$ cat src/rtl/absolute_value_pipe.sv
// absolute_value_pipe: 2-stage valid/ready |x| unit with sign, overflow flag and clearable peak.
// Define ABS_SATURATE_EN to clamp |-2^(N-1)| to 2^(N-1)-1 instead of wrapping.
module absolute_value_pipe #(
  parameter int N = 8
) (
  input  logic         clock,
  input  logic         reset,
  input  logic         in_valid,
  output logic         in_ready,
  input  logic [N-1:0] in_data,
  output logic         out_valid,
  input  logic         out_ready,
  output logic [N-1:0] out_abs,
  output logic         out_neg,
  output logic         out_ovf,
  output logic [N-1:0] peak,
  input  logic         peak_clr
);
  logic         v1, s1, ovf, adv, xfer;
  logic [N-1:0] x1, mag;
  always_comb begin
    adv = !out_valid || out_ready;
    in_ready = adv;
    xfer = out_valid && out_ready;
    ovf = x1 == {1'b1, {(N-1){1'b0}}};
`ifdef ABS_SATURATE_EN
    mag = ovf ? {1'b0, {(N-1){1'b1}}} : s1 ? -x1 : x1;
`else
    mag = s1 ? -x1 : x1;
`endif
  end
  always_ff @(posedge clock) begin
    if (reset) begin
      v1 <= 1'b0;
      s1 <= 1'b0;
      x1 <= '0;
      out_valid <= 1'b0;
      out_abs <= '0;
      out_neg <= 1'b0;
      out_ovf <= 1'b0;
      peak <= '0;
    end else begin
      if (adv) begin
        v1 <= in_valid;
        x1 <= in_data;
        s1 <= in_data[N-1];
        out_valid <= v1;
        out_abs <= mag;
        out_neg <= s1;
        out_ovf <= ovf;
      end
      // a clear coinciding with a delivery restarts the peak from that sample
      if (xfer) peak <= (peak_clr || out_abs > peak) ? out_abs : peak;
      else if (peak_clr) peak <= '0;
    end
  end
endmodule

$ cat config.mk
export PLATFORM = sky130hd
export DESIGN_NAME = absolute_value_pipe
export DESIGN_NICKNAME = d
export VERILOG_FILES = /design/src/rtl/absolute_value_pipe.sv
export SDC_FILE = /design/constraint.sdc
export NUM_CORES = 1
export LEC_CHECK = 0
export ABC_AREA = 1
export CAP_MARGIN = 0
export CORE_MARGIN = 4
export CORE_UTILIZATION = 49
export CTS_CLUSTER_DIAMETER = 120
export DETAILED_ROUTE_END_ITERATION = 6
export HOLD_SLACK_MARGIN = 0.02
export PLACE_DENSITY_LB_ADDON = 0.1
export SLEW_MARGIN = 20
export SYNTH_ARGS = -nofsm -noshare
export SYNTH_HDL_FRONTEND = slang
export SYNTH_SLANG_ARGS = --single-unit
$ cat constraint.sdc
create_clock -name clock -period 2.1 [get_ports clock]
set_clock_uncertainty 0.05 [all_clocks]
set_input_delay 0.42 -clock clock [delete_from_list [all_inputs] [get_ports clock]]
set_output_delay 0.42 -clock clock [all_outputs]
set_load 0.1 [all_outputs]
[Yosys cells after proc, flatten, opt, wreduce, memory -nomap -nowiden]
Cells that the tools add are included.
Storage, ports and cells
  bits of input ports: 13
  word-level logic and storage cells: 22
  register bits: 29
  output and inout bits: 20
Cells by class
  muxes and demuxes: 4
  order comparisons: 1
  $add $sub $neg: 1
  equal/unequal tests: 2
  reduce and logical (&&, ||, !) cells: 6
Operators with widths (number)
  two-way mux 8 bit: 4
  equality test 8 bit, second input constant: 1
  greater-than comparator 8 bit: 1
  negator 8 bit: 1
  logical OR 1 bit: 2
  != test 2 x 1 -> 1 bit, second input constant: 1
  AND reduction 2 bit: 1
  nonzero test 2 bit: 1
  logical AND 1 bit: 1
  logical NOT 1 bit: 1

[Depth between registers and ports, before layout]
  depth in word-level cells: 4
  depth in mapped cells: 14
  mapped depth without buffers: 14

[Worst setup path before layout]
No wires, ideal clock.
  path type: reg2reg
  start point: register peak[3]
  end point: register peak[3]
  setup slack: -0.170 ns
  arrival time: 2.103 ns
  clock period less this slack: 2.270 ns
  stages on the path, launching flop included: 13
  buffers on the path: 1
  required time: 1.933 ns
  setup time: 0.117 ns
  cells stage by stage: dfxtp_1 -> inv_1 -> ha_1 -> nand2_1 -> inv_1 -> nand2_1 -> nand2_1 -> nand2_1 -> nand2_1 -> nand2_1 -> buf_4 -> a21boi_0 -> nor2_1
On the way
  word-level cells in the longest chain between the ends: 4
Ends and longest elaborated chain
  start, declared: RTL line 16  | output logic [N-1:0] peak,
  start signal, assigned: RTL line 53  | if (xfer) peak <= (peak_clr || out_abs > peak) ? out_abs : peak;
  greater-than comparator 8 bit: RTL line 53
  logical OR 1 bit: RTL line 53
  != test 2 x 1 -> 1 bit (no line)
  AND reduction 2 bit (no line)
Every way passes these cells.
A chain may end at the register's enable or synchronous reset.

[Final worst setup path]
  start point: input port out_ready
  end point: output port in_ready
On the way
  word-level cells in the longest chain between the ends: 1
Ends and longest elaborated chain
  start, declared: RTL line 12  | input logic out_ready,
  logical OR 1 bit: RTL line 22  | adv = !out_valid || out_ready;
  end, declared: RTL line 9  | output logic in_ready,
Every way passes these cells.

==> key figures <==
Drt
  – # DRC: 0
  – Vias post-DR: 1352
  – Antenna-violating nets left: 0
  – Drt pass-1 iters: 4
  – Initial DRC Count: 54
  – Routed WL per cell: 12.08 microns
  – Drt total wl: 3201 microns
  – DR vias/cell: 5.102

Timing
  – Pins Over Slew Limit: 0
  – Final worst setup slack: 208.0 ps
  – Hold violation count in the final report: 0
  – RSZ-0062 raised after global routing: false
  – Min Tclk post-route: 1892 ps
  – Setup tns final: 0 ps
  – Final Cycle Share: 90.10%
  – Worst relative slew slack: 69.81%
  – Fmax: 528.5 MHz
  – Worst slew pin tran: 452.4 ps
  – Final setup viols: 0

Final layout
  – Fillers: 257
  – Share of post-route cells with drive strength above 1: 20.51%
  – Final Cell Area: 0.001799 sq mm
  – Most frequent cells in the layout: 43 x nand2_1, 29 x nor2_1, 27 x inv_1
  – Commonest non-fill, non-tap cell in the layout: nand2_1
  – Nets@finish: 257
  – P&R area growth vs syn: 24.72%
  – ANT cells: 0

Synthesis
  – Mapped Avg Cell Area: 7.072 sq um
  – Area leader, netlist: dfxtp_1
  – Register area share after synthesis: 38.86%
  – Yosys cell types: 28
  – Post-synth net total: 226
  – Cell Area, Synth: 0.001443 sq mm
  – Syn Inst Count: 204
  – YS warnings: 0
  – Yosys top cell area share: 38.86%
  – Area contributors post-synth: dfxtp_1 39%, nand2_1 11%, ha_1 7.8%
  – Register bit total from synthesis: 28

Global routing
  – Met1 usage: 20.62%
  – Antenna violations before repair: 0
  – All-layer global routing usage: 17.40%
  – Largest net degree at the start of global routing: 22
  – Grt ovf: 0
  – First-pass GRT wire length: 5582 microns
  – Number of global-route vias before repair: 1267
  – Met3 Resource Use GR: 4.144%
  – Top Usage Layer GRT: met2
  – GRT met2 Usage: 28.89%

Worst setup path
  – WP data required: 1630 ps
  – Worst setup path category: in -> out
  – CP Launch Type: input pin
  – Worst-path maximum fanout: 7
  – Crit path DAT: 1420 ps
  – Crit. End Element: output pin

Die
  – Die area: 0.003876 sq mm
  – Die X-Extent: 62.26 microns
  – Die Y: 62.26 microns
  – Number of I/O pins: 33
  – Core Rows: 19
  – Core Footprint: 0.002781 sq mm
  – Initial core utilization: 51.87%

Power
  – Register share of total power: 43.3%
  – Pleak: 0.8892 nW
  – VDD IR max: 0.5823 mV
  – Pint: 0.0008864 W
  – Clock power frac: 26.3%
  – Pwr dens: 775.8 mW/mm^2
  – Switch share: 36.49%
  – Sw power: 0.0005094 W
  – Gate power share: 30.4%

Place
  – Final HPWL DP: 2435 microns
  – Post-Place Worst Slack: 52.42 ps
  – Port bufs: 32
  – Routability Congestion: 0.8514
  – Post-placement cell area: 0.001747 sq mm

Worst hold path
  – Worst Hold Class: reg -> reg

Run status
  – Outcome: completed

Clock tree
  – Setup bufs post-CTS: 0
  – H-Tree Depth: 1
  – TritonCTS clock tree: yes
  – Sink Count: 28
  – Worst-Skew Late Latency: 340 ps
  – Hold bufs inserted after CTS: 0
  – Clock buffer depth: 2
  – Clock transition at path regs: 160 ps
  – Root buffer cell: clkbuf_4
  – Total CTS buffers: 3
  – # resized after CTS: 0

Flow run
  – Max Cap Violations: 0
cell usage after synthesis:
cell / count
nor3_1: 1
ha_1: 9
nor2_1: 29
o221ai_1: 2
a21o_1: 1
o21ai_0: 15
a211oi_2: 1
o21ai_1: 2
or3_1: 1
buf_1: 1
a22oi_1: 1
dfxtp_1: 28
buf_4: 2
clkbuf_1: 2
a21oi_1: 15
nand2_1: 43
buf_6: 2
inv_2: 1
inv_1: 27
nand3_1: 8
nand3b_1: 1
clkinv_2: 1
nand2_2: 1
or2_1: 2
buf_2: 1
a21boi_0: 5
nor2_2: 1
xor2_1: 1
power by group through the flow:
stage	Combinational (W)	Sequential (W)	Clock [W]
6_report	0.000424	0.000605	0.000367
5_1_grt	0.000461	0.000611	0.000403
4_1_cts	0.000426	0.000605	0.000374
3_5_place_dp	0.000425	0.000617	0
3_3_place_gp	0.000416	0.000614	0
2_1_floorplan	0.000158	0.000783	0
cell type report:
cell class	instances	area [sq um]	share of cell area (%)
tap	31	38.79	2.156
clock inverter	1	30.03	1.669
timing repair buffer	34	297.8	16.55
sequential	28	581.8	32.34
multi-input combinational	139	718.2	39.92
clock buffer	3	22.52	1.252
inverter	29	110.1	6.120
sequential cells by signal (all words and copies together) (netlist names):
register	flops
out_abs	8
out_neg	1
out_ovf	1
out_valid	1
peak	8
s1	1
v1	1
x1	7
worst max-delay path, stage by stage:
cell and delay (ps):
clkdlybuf4s50_1 470, or2_1 300, buf_12 220
per-layer routing:
metal | part of all wire, % | vias to the layer above | routed length [microns]
li1 | - | 709 | -
met1 | 43 | 605 | 1377
met2 | 49 | 31 | 1583
met3 | 5.0 | 7 | 161
met4 | 2.4 | 0 | 78
met5 | 0 | - | 0
final timing paths:
kind,from,endpoint,slack [ps],cells after the start
worst min register to register,out_ovf,out_ovf,430,2
worst min-delay path,out_ovf,out_ovf,430,2
worst max-delay path,out_ready,in_ready,210,3
worst max register to register,peak[7],peak[7],270,10
cell families after synthesis:
group                      count (synthesis)  share of synthesized area (%)
adders and majority gates                  9                          7.806
DFF                                       28                          38.86
and+or+nand+nor                           87                          24.54
xor gates and xnor gates                   1                         0.6072
buffers and inverters                     37                          11.36
AOI/OAI and AO/OA                         42                          16.83
per-stage QoR:
stage	power (W)	std cells	hold slack [ps]	util (%)
finish	0.001396	265	433.0	64.69
global placement	0.001030	261	416.1	62.80
floorplan	0.0009417	204	384.8	-
detailed placement	0.001042	261	414.0	62.80
CTS	0.001405	265	435.5	64.69
global route	0.001475	265	449.1	64.69
No activity file was read; power rests on OpenSTA's default activity.
